### config.mk
export PLATFORM = sky130hd
export DESIGN_NAME = jogo_sequencia_memoria
export DESIGN_NICKNAME = d
export VERILOG_FILES = /design/src/rtl/jogo_sequencia_memoria.sv
export SDC_FILE = /design/constraint.sdc
export NUM_CORES = 1
export LEC_CHECK = 0
export BUFFER_PORTS_ARGS = -buffer_cell sky130_fd_sc_hd__buf_2
export CAP_MARGIN = 15
export CORE_UTILIZATION = 35
export DETAILED_ROUTE_END_ITERATION = 6
export PLACE_DENSITY = 0.65
export SLEW_MARGIN = 40
export SYNTH_ARGS = -nofsm -noshare
export SYNTH_HDL_FRONTEND = slang
export SYNTH_SLANG_ARGS = --single-unit
export TNS_END_PERCENT = 50
### constraint.sdc
create_clock -name clock -period 2.8 [get_ports clock]
set_clock_uncertainty 0.2 [all_clocks]
set_input_delay 0.28 -clock clock [delete_from_list [all_inputs] [get_ports clock]]
set_output_delay 0.28 -clock clock [all_outputs]
set_load 0.02 [all_outputs]
### src/rtl/jogo_sequencia_memoria.sv
// -----------------------------------------------------------------------------
// jogo_sequencia_memoria
//
// Core of a Simon-style memory game. A fixed 16-entry colour sequence lives in
// a ROM. In round r (0..15) the player must repeat entries 0..r on four
// one-hot buttons. A wrong press or a timeout loses the game. Correctly
// repeating the whole 16-entry sequence wins it.
//
// Parameters:
//   TIMEOUT_CICLOS : clock cycles allowed while waiting for a press
//
// Ports:
//   clock                   in   system clock
//   reset                   in   asynchronous active-high reset
//   jogar                   in   start / restart request (level)
//   botoes[3:0]             in   one-hot buttons, active-high
//   leds[3:0]               out  combinational copy of botoes
//   ganhou / perdeu / pronto out game won / game lost / game finished
//   db_contagem             out  7-seg of the play address counter
//   db_memoria              out  7-seg of ROM[address]
//   db_estado               out  7-seg of the FSM state code
//   db_jogadafeita          out  7-seg of the registered play
//   db_rodada               out  7-seg of the round counter
//   db_clock                out  copy of clock
//   db_jogada_correta       out  registered play matches ROM[address]
//   db_tem_jogada           out  one-cycle pulse on a new button press
//   db_enderecoIgualRodada  out  address counter equals round counter
//   db_timeout              out  wait-for-play counter has expired
// -----------------------------------------------------------------------------
module jogo_sequencia_memoria #(
    parameter int TIMEOUT_CICLOS = 5000
) (
    input  logic       clock,
    input  logic       reset,
    input  logic       jogar,
    input  logic [3:0] botoes,
    output logic [3:0] leds,
    output logic       ganhou,
    output logic       perdeu,
    output logic       pronto,
    output logic [6:0] db_contagem,
    output logic [6:0] db_memoria,
    output logic [6:0] db_estado,
    output logic [6:0] db_jogadafeita,
    output logic [6:0] db_rodada,
    output logic       db_clock,
    output logic       db_jogada_correta,
    output logic       db_tem_jogada,
    output logic       db_enderecoIgualRodada,
    output logic       db_timeout
);

    // Timeout counter width: enough bits to hold TIMEOUT_CICLOS-1.
    localparam int TW = (TIMEOUT_CICLOS > 1) ? $clog2(TIMEOUT_CICLOS) : 1;
    localparam logic [TW-1:0] TIMEOUT_MAX = TW'(TIMEOUT_CICLOS - 1);

    // State encodings double as the hex digit shown on db_estado.
    typedef enum logic [3:0] {
        INICIAL        = 4'h0,
        PREPARACAO     = 4'h1,
        ESPERA_JOGADA  = 4'h2,
        REGISTRA       = 4'h4,
        COMPARACAO     = 4'h5,
        PROXIMA_JOGADA = 4'h6,
        PROXIMA_RODADA = 4'h7,
        FIM_ACERTO     = 4'hA,
        FIM_TIMEOUT    = 4'hD,
        FIM_ERRO       = 4'hE
    } estado_t;

    // -------------------------------------------------------------------------
    // Fixed colour sequence
    // -------------------------------------------------------------------------
    function automatic logic [3:0] rom_dado(input logic [3:0] endereco);
        logic [3:0] dado;
        case (endereco)
            4'd0:    dado = 4'b0001;
            4'd1:    dado = 4'b0010;
            4'd2:    dado = 4'b0100;
            4'd3:    dado = 4'b1000;
            4'd4:    dado = 4'b0100;
            4'd5:    dado = 4'b0010;
            4'd6:    dado = 4'b0001;
            4'd7:    dado = 4'b0001;
            4'd8:    dado = 4'b0010;
            4'd9:    dado = 4'b0010;
            4'd10:   dado = 4'b0100;
            4'd11:   dado = 4'b0100;
            4'd12:   dado = 4'b1000;
            4'd13:   dado = 4'b1000;
            4'd14:   dado = 4'b0001;
            default: dado = 4'b0100;
        endcase
        return dado;
    endfunction

    // -------------------------------------------------------------------------
    // Hex to 7-segment, active-low, bit order gfedcba
    // -------------------------------------------------------------------------
    function automatic logic [6:0] hex7seg(input logic [3:0] valor);
        logic [6:0] seg;
        case (valor)
            4'h0:    seg = 7'b1000000;
            4'h1:    seg = 7'b1111001;
            4'h2:    seg = 7'b0100100;
            4'h3:    seg = 7'b0110000;
            4'h4:    seg = 7'b0011001;
            4'h5:    seg = 7'b0010010;
            4'h6:    seg = 7'b0000010;
            4'h7:    seg = 7'b1111000;
            4'h8:    seg = 7'b0000000;
            4'h9:    seg = 7'b0010000;
            4'hA:    seg = 7'b0001000;
            4'hB:    seg = 7'b0000011;
            4'hC:    seg = 7'b1000110;
            4'hD:    seg = 7'b0100001;
            4'hE:    seg = 7'b0000110;
            default: seg = 7'b0001110;
        endcase
        return seg;
    endfunction

    // -------------------------------------------------------------------------
    // State, counters and registers
    // -------------------------------------------------------------------------
    estado_t       estado_q,   estado_d;
    logic [3:0]    endereco_q, endereco_d;
    logic [3:0]    rodada_q,   rodada_d;
    logic [3:0]    jogada_q,   jogada_d;
    logic          botao_q,    botao_d;
    logic [TW-1:0] timeout_q,  timeout_d;

    // Control strobes from the FSM
    logic zera_e;
    logic conta_e;
    logic zera_r;
    logic conta_r;
    logic registra;

    // Datapath status
    logic       algum_botao;
    logic       tem_jogada;
    logic [3:0] memoria;
    logic       jogada_correta;
    logic       endereco_igual_rodada;
    logic       timeout_expirou;

    always_ff @(posedge clock or posedge reset) begin
        if (reset) begin
            estado_q   <= INICIAL;
            endereco_q <= '0;
            rodada_q   <= '0;
            jogada_q   <= '0;
            botao_q    <= 1'b0;
            timeout_q  <= '0;
        end else begin
            estado_q   <= estado_d;
            endereco_q <= endereco_d;
            rodada_q   <= rodada_d;
            jogada_q   <= jogada_d;
            botao_q    <= botao_d;
            timeout_q  <= timeout_d;
        end
    end

    // -------------------------------------------------------------------------
    // Datapath
    // -------------------------------------------------------------------------
    assign algum_botao           = |botoes;
    // Rising edge of "any button": a held button yields a single pulse.
    assign tem_jogada            = algum_botao & ~botao_q;
    assign memoria               = rom_dado(endereco_q);
    assign jogada_correta        = (jogada_q == memoria);
    assign endereco_igual_rodada = (endereco_q == rodada_q);
    assign timeout_expirou       = (timeout_q == TIMEOUT_MAX);

    always_comb begin
        botao_d    = algum_botao;
        endereco_d = endereco_q;
        rodada_d   = rodada_q;
        jogada_d   = jogada_q;
        timeout_d  = '0;

        // Clear has priority; in proxima_rodada both zera_e and conta_r fire,
        // so the address restarts at 0 for the new round.
        if (zera_e) begin
            endereco_d = '0;
        end else if (conta_e) begin
            endereco_d = endereco_q + 4'd1;
        end

        if (zera_r) begin
            rodada_d = '0;
        end else if (conta_r) begin
            rodada_d = rodada_q + 4'd1;
        end

        if (zera_r) begin
            jogada_d = '0;
        end else if (registra) begin
            jogada_d = botoes;
        end

        // Only the wait-for-play state accumulates time; the count saturates
        // so db_timeout stays visible until the FSM leaves that state.
        if (estado_q == ESPERA_JOGADA) begin
            timeout_d = timeout_expirou ? timeout_q : timeout_q + TW'(1);
        end
    end

    // -------------------------------------------------------------------------
    // Control FSM: next state and Moore outputs
    // -------------------------------------------------------------------------
    always_comb begin
        estado_d = estado_q;
        zera_e   = 1'b0;
        conta_e  = 1'b0;
        zera_r   = 1'b0;
        conta_r  = 1'b0;
        registra = 1'b0;
        ganhou   = 1'b0;
        perdeu   = 1'b0;
        pronto   = 1'b0;

        case (estado_q)
            INICIAL: begin
                if (jogar) begin
                    estado_d = PREPARACAO;
                end
            end
            PREPARACAO: begin
                zera_e   = 1'b1;
                zera_r   = 1'b1;
                estado_d = ESPERA_JOGADA;
            end
            ESPERA_JOGADA: begin
                // A press wins over a timeout expiring in the same cycle.
                if (tem_jogada) begin
                    estado_d = REGISTRA;
                end else if (timeout_expirou) begin
                    estado_d = FIM_TIMEOUT;
                end
            end
            REGISTRA: begin
                registra = 1'b1;
                estado_d = COMPARACAO;
            end
            COMPARACAO: begin
                if (!jogada_correta) begin
                    estado_d = FIM_ERRO;
                end else if (!endereco_igual_rodada) begin
                    estado_d = PROXIMA_JOGADA;
                end else if (rodada_q == 4'd15) begin
                    estado_d = FIM_ACERTO;
                end else begin
                    estado_d = PROXIMA_RODADA;
                end
            end
            PROXIMA_JOGADA: begin
                conta_e  = 1'b1;
                estado_d = ESPERA_JOGADA;
            end
            PROXIMA_RODADA: begin
                conta_r  = 1'b1;
                zera_e   = 1'b1;
                estado_d = ESPERA_JOGADA;
            end
            FIM_ACERTO: begin
                pronto = 1'b1;
                ganhou = 1'b1;
                if (jogar) begin
                    estado_d = PREPARACAO;
                end
            end
            FIM_ERRO, FIM_TIMEOUT: begin
                pronto = 1'b1;
                perdeu = 1'b1;
                if (jogar) begin
                    estado_d = PREPARACAO;
                end
            end
            default: begin
                estado_d = INICIAL;
            end
        endcase
    end

    // -------------------------------------------------------------------------
    // Debug outputs
    // -------------------------------------------------------------------------
    // Five 7-segment displays, in the order:
    // contagem, memoria, estado, jogadafeita, rodada.
    logic [3:0] hex_in  [5];
    logic [6:0] hex_out [5];

    assign hex_in[0] = endereco_q;
    assign hex_in[1] = memoria;
    assign hex_in[2] = estado_q;
    assign hex_in[3] = jogada_q;
    assign hex_in[4] = rodada_q;

    generate
        for (genvar gi = 0; gi < 5; gi++) begin : g_hex
            assign hex_out[gi] = hex7seg(hex_in[gi]);
        end
    endgenerate

    assign db_contagem    = hex_out[0];
    assign db_memoria     = hex_out[1];
    assign db_estado      = hex_out[2];
    assign db_jogadafeita = hex_out[3];
    assign db_rodada      = hex_out[4];

    assign leds                   = botoes;
    assign db_clock               = clock;
    assign db_jogada_correta      = jogada_correta;
    assign db_tem_jogada          = tem_jogada;
    assign db_enderecoIgualRodada = endereco_igual_rodada;
    assign db_timeout             = timeout_expirou;

endmodule

==> out/qor.txt, run 1 <==
Outcome = completed
CP max-delay cell = dfrtp_2
Switching Power = 2.27 mW
Die area = 9150 um^2
Final Slew Violations = 0
First-pass GRT wire length = 12,900 um
Via density = 5.34
# fillers = 764
Leakage = 1.83 nW
Ys async rst share = 1.00
Unrepaired setup endpoints after global routing = yes
Post-Synth XOR/XNOR Area = 0.0509
Busiest grt layer = met2
Largest net degree at the start of global routing = 31
Mean area per synthesized cell = 8.08 um^2
Main combinational cell family by area after synthesis = simple AND/OR/NAND/NOR gates
Most frequent CP cell = buf_6
GRT met3 Usage = 0.0351
Chip Width = 95.7 um
Drt wl/cell = 14.5 um
Critical Path RT = 2.32 ns
Final Hold Viols = 0
Cell Area, Placed = 3440 um^2
Core ar. = 8340 um^2
IO Pins = 54
Clk Latency, worst-skew pair = 0.38 ns
#FFs+latches synth = 30
Routability congestion estimate = 0.813
Crit Path Category = register to output pin
Period minus WS final = 2.78 ns
Register area = 754 um^2
Post-Synthesis Cells = 380
Max-cap violation count = 0
Crit-path leading delay family = buffers and inverters
Warnings from Yosys = 0
Slowest stage delay, CP = 0.48 ns
Pint = 2.27 mW
Clk pwr share = 0.103
Final setup viols = 0
Tightest Pin Transition = 0.620 ns
Fmax = 360 MHz
Syn_nets = 420
Worst-path fanout max = 6
Post-synth top flop = dfrtp_1
Final HPWL DP = 5410 um
CP bufs+invs = 4
Row count = 33
Final worst path period share = 0.993
Post-Syn Area = 3070 um^2
Placed insts = 524
Yosys cell types = 54
Multi-input gate area = 2290 um^2
Synth-to-layout area growth = 30.7%
Area share of and/or/nand/nor cells after synthesis = 0.207
Final Routed Wirelength = 8100 um
Initial antenna violation count = 0
Crit start category = register
PwrDens = 1130 nW/um^2
Starting Density = 0.368
DR iter-0 viols = 126
Grt met1 use = 0.233
Max-slew headroom = 0.587
DRT Pass-1 Iters = 5
Design Area, Final = 4020 um^2
Worst setup EP type = output pin
Vias = 2,992
Grt total ovfl = 0
Adder-cell area share of the yosys netlist = 0.134
Share of cells above drive strength 1 = 0.323
# DRC = 0
Synth Area in Compound Gates = 0.198
VDD IR-drop max = 583 uV
Number of synthesized flops with an enable pin = 0
Antenna-violating nets left = 0
# diodes = 0
TritonCTS clock tree = yes
Worst Hold Class = primary input to register
Clk slew on worst S/H paths = 0.07 ns
Layout Cells excl Fill = 560
Worst Path Arrival = 2.30 ns
Nets@finish = 495
Seq/Total Area, Yosys = 0.244
Combinational share of power = 0.749
Total GRT Usage = 0.181
Vias in the first global route = 2,764
Die H = 95.7 um
M2 GR Usage = 0.298
Cell chain of the critical path = buf_6 -> ha_4 -> ha_4 -> nor2b_4 -> nor2_2 -> buf_6 -> buf_6 -> mux2i_1 -> o21ai_2 -> buf_6
Post-synthesis mux area share = 0.0900
IO Port Bufs = 53
Reg power frac = 0.148
Sw Share = 0.500
[kinds of logic (layout without fill, tap and decap cells)]
logic type	Yosys count	after routing
multiplexers	23	23
adder cells (fa/ha/maj)	33	33
AND/OR/NAND/NOR	128	128
buffers and inverters	53	128
AO/OA/AOI/OAI	96	96
XOR/XNOR	17	17
flip-flops	30	30
[layer usage]
layer  wire length [um]  up-vias
met4                144        0
li1                   -     1489
met5                  0        -
met3                326       15
met1               3640     1400
met2               3990       88
[power groups by stage]
stage	registers, mW	clock network, mW	logic, mW
after floorplan	0.602	0.0417	2.01
after detailed placement	0.664	0.0334	2.73
after global routing	0.692	0.510	3.70
after CTS	0.662	0.476	3.03
after global placement	0.660	0.0334	2.68
final	0.674	0.467	3.40
[registers in the layout (all words and copies together) (netlist names)]
name	count
timeout_q	13
endereco_q	4
estado_q	4
jogada_q	4
rodada_q	4
botao_q	1
[worst min-delay path: stages]
cell and delay, ns:
buf_2 0.11, nand2_1 0.05, o21ai_0 0.06, a22o_1 0.12
[synthesized netlist by cell type (7+ instances only)]
cell type | count | area [um^2]
a21oi_1 | 25 | 125
a22o_1 | 7 | 61.3
clkbuf_1 | 15 | 56.3
dfrtp_1 | 30 | 751
ha_1 | 33 | 413
inv_1 | 25 | 93.8
mux2i_1 | 16 | 160
nand2_1 | 28 | 105
nand3_1 | 11 | 55.1
nor2_1 | 41 | 154
nor2b_1 | 7 | 43.8
nor3_1 | 12 | 60.1
o21ai_0 | 23 | 115
o22ai_1 | 8 | 50.1
xnor2_1 | 10 | 87.6
[layout by cell type, fill, tap and decap left out, drive strengths merged, types with 8 or more instances in the layout]
cell    netlist  final
buf          13     90
nor2         42     42
ha           33     33
dfrtp        30     30
nand2        28     28
o21ai        26     26
a21oi        25     25
inv          25     25
mux2i        16     16
nor3         13     13
nand3        11     11
xnor2        11     11
o22ai         8      8
clkbuf       15      8
[what timing repair did]
| item | in CTS | in global routing |
|---|---|---|
| setup buffers | 17 | 6 |
| pin swaps | 6 | 10 |
| hold buffers | 3 | 0 |
| endpoints found under the hold margin | 31 | 0 |
| setup endpoints to repair | 8 | 7 |
| gates resized for setup | 33 | 32 |
[layout make-up]
| cell class | instances | area share |
|---|---|---|
| Multi-Input combinational cell | 297 | 0.570 |
| Timing Repair Buffer | 92 | 0.154 |
| Clock inverter | 2 | 0.00249 |
| Clock buffer | 9 | 0.0287 |
| Inverter | 25 | 0.0246 |
| Tap cell | 105 | 0.0327 |
| Sequential cell | 30 | 0.188 |
[through the flow]
| stage | hold WS, ns | power, mW | util | TNS (ns) | worst slack (ns) |
|---|---|---|---|---|---|
| 6_report | 0.0755 | 4.54 | 0.481 | 0 | 0.0186 |
| 5_1_grt | 0.0805 | 4.90 | 0.481 | -0.472 | -0.107 |
| 4_1_cts | 0.0649 | 4.17 | 0.459 | 0 | 0.00173 |
| 3_5_place_dp | 0.182 | 3.43 | 0.413 | 0 | 0.137 |
| 3_3_place_gp | 0.185 | 3.37 | 0.413 | 0 | 0.195 |
| 2_1_floorplan | 0.171 | 2.65 | - | 0 | 0.0149 |
[worst paths after layout]
check                              startpoint       endpoint  slack (ns)  cells after the start
min in group asynchronous               reset  endereco_q[2]        0.32                      4
worst min-delay path                botoes[0]    jogada_q[0]        0.08                      4
worst max-delay path            endereco_q[0]  db_memoria[3]        0.02                     10
worst min register to register  timeout_q[12]  timeout_q[12]        0.35                      2
worst max register to register  endereco_q[0]    estado_q[3]        0.22                      8
max in group asynchronous               reset  endereco_q[3]        1.77                      4
Note: power is estimated with default switching activity, not from simulation.
==> inputs of run 2 (changes only) <==
--- a/config.mk
+++ b/config.mk
@@ -6,10 +6,10 @@
 export NUM_CORES = 1
 export LEC_CHECK = 0
 export BUFFER_PORTS_ARGS = -buffer_cell sky130_fd_sc_hd__buf_2
-export CAP_MARGIN = 15
+export CAP_MARGIN = 10
 export CORE_UTILIZATION = 35
 export DETAILED_ROUTE_END_ITERATION = 6
-export PLACE_DENSITY = 0.65
+export PLACE_DENSITY = 0.64
 export SLEW_MARGIN = 40
 export SYNTH_ARGS = -nofsm -noshare
 export SYNTH_HDL_FRONTEND = slang
==> run 2 against run 1 <==
Effect of this change: the run now ends with setup timing left; hold slack worse by 0.0028 ns; register-to-register slack got worse by 0.02 ns; combinational power shrank 2%; core utilization fell by 0.36 points; final area decreased by 0.75%; sequential power about the same; wire length is 2.9% lower; first-iteration DRC count up 16%.
==> out/qor.txt, run 2 (synthesized netlist as in run 1, its figures left out) <==
# diodes = 0 (unchanged)
Fmax = 357 MHz (-0.81%)
Reg power frac = 0.150 (+0.002)
Starting Density = 0.368 (unchanged)
Final Hold Viols = 0 (unchanged)
PwrDens = 1130 nW/um^2 (+0.37%)
Nets@finish = 486 (-1.8%)
Crit start category = register
Biggest register = timeout_q
Failing checks = setup timing
Most common cell after layout, fill and taps aside = buf_2
Via density = 5.28 (-1.1%)
Max-slew headroom = 0.588 (+0.00146)
Grt total ovfl = 0 (unchanged)
Unrepaired setup endpoints after global routing = yes
Final Routed Wirelength = 7860 um (-2.9%)
Max reg flops = 13 (unchanged)
FF-to-FF End = estado_q[3]
Die H = 95.7 um (unchanged)
DR iter-0 viols = 146 (+16%)
Period minus WS final = 2.80 ns (+0.0226 ns)
Core ar. = 8340 um^2 (unchanged)
Most frequent CP cell = ha_4
Cell chain of the critical path = ha_4 -> nor2b_4 -> or2_4 -> ha_4 -> mux2_2 -> o32ai_2 -> buf_4
TritonCTS clock tree = yes
Sw Share = 0.500 (about the same)
Chip Width = 95.7 um (unchanged)
Crit Path Category = register to output pin
Max-cap violation count = 0 (unchanged)
Final setup margin = -0.00400 ns (-0.0226 ns)
DRT Pass-1 Iters = 4 (-1)
Final HPWL DP = 5400 um (-0.24%)
Synth-to-layout area growth = 29.7%
Tightest Pin Transition = 0.617 ns (-0.00219 ns)
Switching Power = 2.26 mW (-0.30%)
IO Port Bufs = 53 (unchanged)
Total GRT Usage = 0.174 (-0.00637)
Antenna-violating nets left = 0 (unchanged)
First-pass GRT wire length = 12,500 um (-3.2%)
Pwr Total = 4.52 mW (-0.38%)
Pint = 2.26 mW (-0.47%)
Die area = 9150 um^2 (unchanged)
Slowest stage delay, CP = 0.49 ns (about the same)
Routability congestion estimate = 0.825 (+1.5%)
Drt wl/cell = 14.2 um (-1.5%)
IO Pins = 54 (unchanged)
Most frequent cells in the layout = 47 x buf_2, 39 x nor2_1, 26 x nand2_1, 26 x dfrtp_1
Worst setup EP type = output pin
Row count = 33 (unchanged)
Placed insts = 523 (-0.19%)
# DRC = 0 (unchanged)
Critical R2R Launch = endereco_q[0]
Clk Latency, worst-skew pair = 0.39 ns (about the same)
Share of cells above drive strength 1 = 0.315 (-0.00764)
Clk slew on worst S/H paths = 0.07 ns (about the same)
VDD IR-drop max = 533 uV (-8.7%)
Critical path destination = db_memoria[1]
Final Slew Violations = 0 (unchanged)
Clk pwr share = 0.114 (+0.011)
Reg2Reg Depth = 8 (unchanged)
Leakage = 1.79 nW (-2.5%)
TNS Setup = -0.00782 ns (-0.00782 ns)
Largest net degree at the start of global routing = 31 (unchanged)
Worst-path fanout max = 5 (-1)
Layout Cells excl Fill = 552 (-1.4%)
Final worst path period share = 1.00 (+0.00809)
Vias = 2,916 (-2.5%)
Vias in the first global route = 2,707 (-2.1%)
CP max-delay cell = dfrtp_2
Outcome = finished with violations
Critical Path RT = 2.32 ns (about the same)
Worst Hold Class = primary input to register
Worst setup path startpoint = endereco_q[0]
Initial antenna violation count = 0 (unchanged)
Combinational share of power = 0.736 (-0.013)
Worst Hold Depth = 4 (unchanged)
Final Util = 0.478 (-0.00360)
Worst Path Arrival = 2.32 ns (+0.02 ns)
Final setup viols = 2 (+2)
Worst R2R Setup Slack = 0.20 ns (-0.02 ns)
## run 2: changes by cell type in the layout (fill, tap and decap cells not counted), moves of 2 or more
| cell | change |
|---|---|
| nor3_1 | +2 |
| ha_4 | +2 |
| nor3_2 | -2 |
| buf_4 | -9 |
## run 2: worst min path at each step
stage / start / to / slack (ns)
after floorplan: reset / botao_q / 0.17
after global placement: reset / timeout_q[7] / 0.18
after detailed placement: reset / jogada_q[1] / 0.19
after CTS: botoes[2] / jogada_q[2] / 0.07
after global routing: botoes[0] / jogada_q[0] / 0.11
final: botoes[2] / jogada_q[2] / 0.07
## run 2: area by class of cell
| type | instances | area, um^2 |
|---|---|---|
| clock inverters | 2 | 12.5 |
| multi-input cells | 297 | 2310 |
| inverters | 25 | 96.3 |
| fillers | 805 | 4360 |
| repair buffers | 83 | 549 |
| well taps | 105 | 131 |
| flip-flops and latches | 30 | 756 |
| clock buffers | 10 | 129 |
## run 2: metrics by stage
stage | hold slack [ns] | setup slack (ns) | instance area (um^2)
after floorplan | 0.171 | 0.0149 | 3080
after global placement | 0.179 | 0.201 | 3430
after detailed placement | 0.189 | 0.109 | 3430
after CTS | 0.0742 | -0.0223 | 3810
after global routing | 0.106 | -0.0973 | 3990
final | 0.0727 | -0.00400 | 3990
## run 2: repair_timing
| item | CTS | global route |
|---|---|---|
| setup buffers | 13 | 2 |
| gates resized for setup | 32 | 34 |
| pin swaps | 8 | 11 |
| hold buffers | 3 | 0 |
| hold endpoints to repair | 31 | 0 |
| endpoints found under the setup margin | 8 | 9 |
## run 2: critical path: cells and delay by family, from the launching register on
family,cells,cell delay (ns)
buffers and inverters,1,0.19
AO/OA/AOI/OAI,1,0.12
AND/OR/NAND/NOR,2,0.42
multiplexers,1,0.28
adder cells (fa/ha/maj),2,0.43
flip-flops,1,0.49
## run 2: routing by layer
layer	wire [um]	GRT usage	vias up
met5	0	0	-
met4	99	0.0609	0
met3	263	0.0319	11
met2	3880	0.292	59
met1	3620	0.224	1383
li1	-	-	1463
## run 2: power by group through the flow
stage	Clock (mW)	Sequential, mW	Combinational [mW]
detailed placement	0.0334	0.666	2.72
global placement	0.0334	0.664	2.67
global route	0.543	0.696	3.62
floorplan	0.0417	0.602	2.01
finish	0.516	0.676	3.33
CTS	0.524	0.669	2.98
==> inputs of run 3 (changes only) <==
--- a/config.mk
+++ b/config.mk
@@ -7,9 +7,9 @@
 export LEC_CHECK = 0
 export BUFFER_PORTS_ARGS = -buffer_cell sky130_fd_sc_hd__buf_2
 export CAP_MARGIN = 10
-export CORE_UTILIZATION = 35
+export CORE_UTILIZATION = 42
 export DETAILED_ROUTE_END_ITERATION = 6
-export PLACE_DENSITY = 0.64
+export PLACE_DENSITY = 0.73
 export SLEW_MARGIN = 40
 export SYNTH_ARGS = -nofsm -noshare
 export SYNTH_HDL_FRONTEND = slang
==> run 3 against run 2 <==
Effect of this change: the run still ends with setup timing left; sequential cell count is the same; final cell count shrank 2.2%; core utilization grew 7.9 points; final area shrank 3.0%; highest routed layer unchanged; hold slack lost 0.0019 ns; clock power grew 13%; wire length shrank 2.1%; sequential power shrank 3.6%; setup slack lost 0.031 ns; count of clock-buffer cells in the layout is the same.
==> out/qor.txt, run 3 (synthesized netlist as in run 1, its figures left out) <==
# DRC = 0 (unchanged)
IO Pins = 54 (unchanged)
Final Routed Wirelength = 7700 um (-2.1%)
Drt wl/cell = 14.3 um (about the same)
Core ar. = 6940 um^2 (-17%)
Max reg flops = 13 (unchanged)
Starting Density = 0.442 (+0.0741)
Grt total ovfl = 0 (unchanged)
Most common cell after layout, fill and taps aside = buf_2
Die H = 87.5 um (-8.5%)
# diodes = 0 (unchanged)
PwrDens = 1130 nW/um^2 (about the same)
Period minus WS final = 2.84 ns (+0.0314 ns)
Clk Latency, worst-skew pair = 0.39 ns (about the same)
Placed insts = 516 (-1.3%)
TNS Setup = -0.0354 ns (-0.0276 ns)
First-pass GRT wire length = 12,900 um (+3.4%)
IO Port Bufs = 53 (unchanged)
Max-slew headroom = 0.609 (+0.0206)
Row count = 30 (-9.1%)
Die area = 7660 um^2 (-16%)
Final setup margin = -0.0354 ns (-0.0314 ns)
TritonCTS clock tree = yes
Final worst path period share = 1.01 (+0.0112)
Total GRT Usage = 0.213 (+0.0388)
Multi-input gate area = 2220 um^2 (-4.0%)
Worst Hold Class = primary input to register
Layout Cells excl Fill = 540 (-2.2%)
Failing checks = setup timing
Nets@finish = 484 (-0.41%)
Outcome = finished with violations
Chip Width = 87.5 um (-8.5%)
Worst Path Arrival = 2.36 ns (+0.04 ns)
Final Hold Viols = 0 (unchanged)
Tightest Pin Transition = 0.583 ns (-0.0349 ns)
Crit Path Category = register to output pin
Worst setup EP type = output pin
Most frequent cells in the layout = 49 x buf_2, 40 x nor2_1, 28 x nand2_1, 27 x dfrtp_1, 25 x a21oi_1
Largest net degree at the start of global routing = 31 (unchanged)
Design Area, Final = 3860 um^2 (-3.0%)
Routability congestion estimate = 0.820 (-0.61%)
Critical Path RT = 2.32 ns (about the same)
Antenna-violating nets left = 0 (unchanged)
Final setup viols = 1 (-1)
# fillers = 677 (-16%)
Share of cells above drive strength 1 = 0.293 (-0.0226)
Unrepaired setup endpoints after global routing = yes
Final Slew Violations = 0 (unchanged)
Synth-to-layout area growth = 25.8%
Clk slew on worst S/H paths = 0.06 ns (about the same)
DR iter-0 viols = 90 (-38%)
Via density = 5.43 (+2.8%)
Vias = 2,933 (+0.58%)
Worst-path fanout max = 5 (unchanged)
Biggest register = timeout_q
Vias in the first global route = 2,805 (+3.6%)
Crit start category = register
Max-cap violation count = 0 (unchanged)
Fmax = 353 MHz (-1.1%)
Cell Area, Placed = 3440 um^2 (+0.11%)
Final HPWL DP = 5460 um (+1.0%)
Leakage = 1.79 nW (about the same)
VDD IR-drop max = 701 uV (+32%)
Register area = 754 um^2 (-0.17%)
Initial antenna violation count = 0 (unchanged)
DRT Pass-1 Iters = 4 (unchanged)
[run 3: cell types whose count changed in the layout (fill, tap and decap cells not counted), moves of 2 or more]
cell	previous run	this run
nand2_2	2	0
buf_2	47	49
ha_2	1	5
nand2_1	26	28
nor2_2	3	1
ha_1	22	24
buf_6	9	6
mux2i_2	0	2
ha_4	10	4
mux2i_4	2	0
[run 3: through the flow]
step	power [mW]	worst slack (ns)	util	hold WS [ns]
finish	4.38	-0.0354	0.556	0.0708
global route	4.74	-0.126	0.556	0.0780
CTS	4.22	-0.00201	0.540	0.0652
detailed placement	3.45	0.0972	0.495	0.178
global placement	3.36	0.191	0.495	0.171
floorplan	2.65	0.0149	-	0.171
[run 3: routing by layer]
metal  wire (um)  vias to the layer above  global-route usage
li1            -                     1467                   -
met1        3480                     1383               0.271
met2        3730                       75               0.359
met3         397                        8              0.0531
met4          84                        0              0.0596
met5           0                        -                   0
[run 3: where the power goes]
group	switching, mW	leakage, nW	internal, mW	total [mW]
logic	1.82	1.30	1.33	3.14
clock network	0.199	0.0828	0.385	0.584
registers	0.140	0.399	0.512	0.652
[run 3: worst paths after layout]
path | slack (ns) | from | depth (start not counted) | end
worst min register to register | 0.36 | timeout_q[11] | 2 | timeout_q[11]
min in group asynchronous | 0.31 | reset | 4 | endereco_q[3]
worst min-delay path | 0.07 | botoes[0] | 4 | jogada_q[0]
worst max register to register | 0.23 | endereco_q[0] | 8 | estado_q[3]
max in group asynchronous | 1.78 | reset | 4 | endereco_q[0]
worst max-delay path | -0.04 | endereco_q[0] | 7 | db_jogada_correta
[run 3: what timing repair did]
action,CTS,global route
hold buffers,3,0
hold endpoints to repair,31,0
endpoints found under the setup margin,8,8
buffers inserted,5,5
pin swaps,3,5
gates resized for setup,28,18
gates cloned,0,1
[run 3: cell type report]
| cell class | instances | share of cell area |
|---|---|---|
| inverters | 25 | 0.0243 |
| well taps | 96 | 0.0311 |
| clock inverters | 1 | 0.00777 |
| multi-input cells | 297 | 0.574 |
| clock buffers | 10 | 0.0334 |
| flip-flops and latches | 30 | 0.195 |
| repair buffers | 81 | 0.134 |
[run 3: critical path: stages, from the launching register on]
cell	delay (ns)
dfrtp_2	0.44
buf_4	0.15
ha_4	0.15
mux4_2	0.59
xnor2_2	0.24
o21ai_2	0.09
nor2_1	0.13
buf_4	0.17
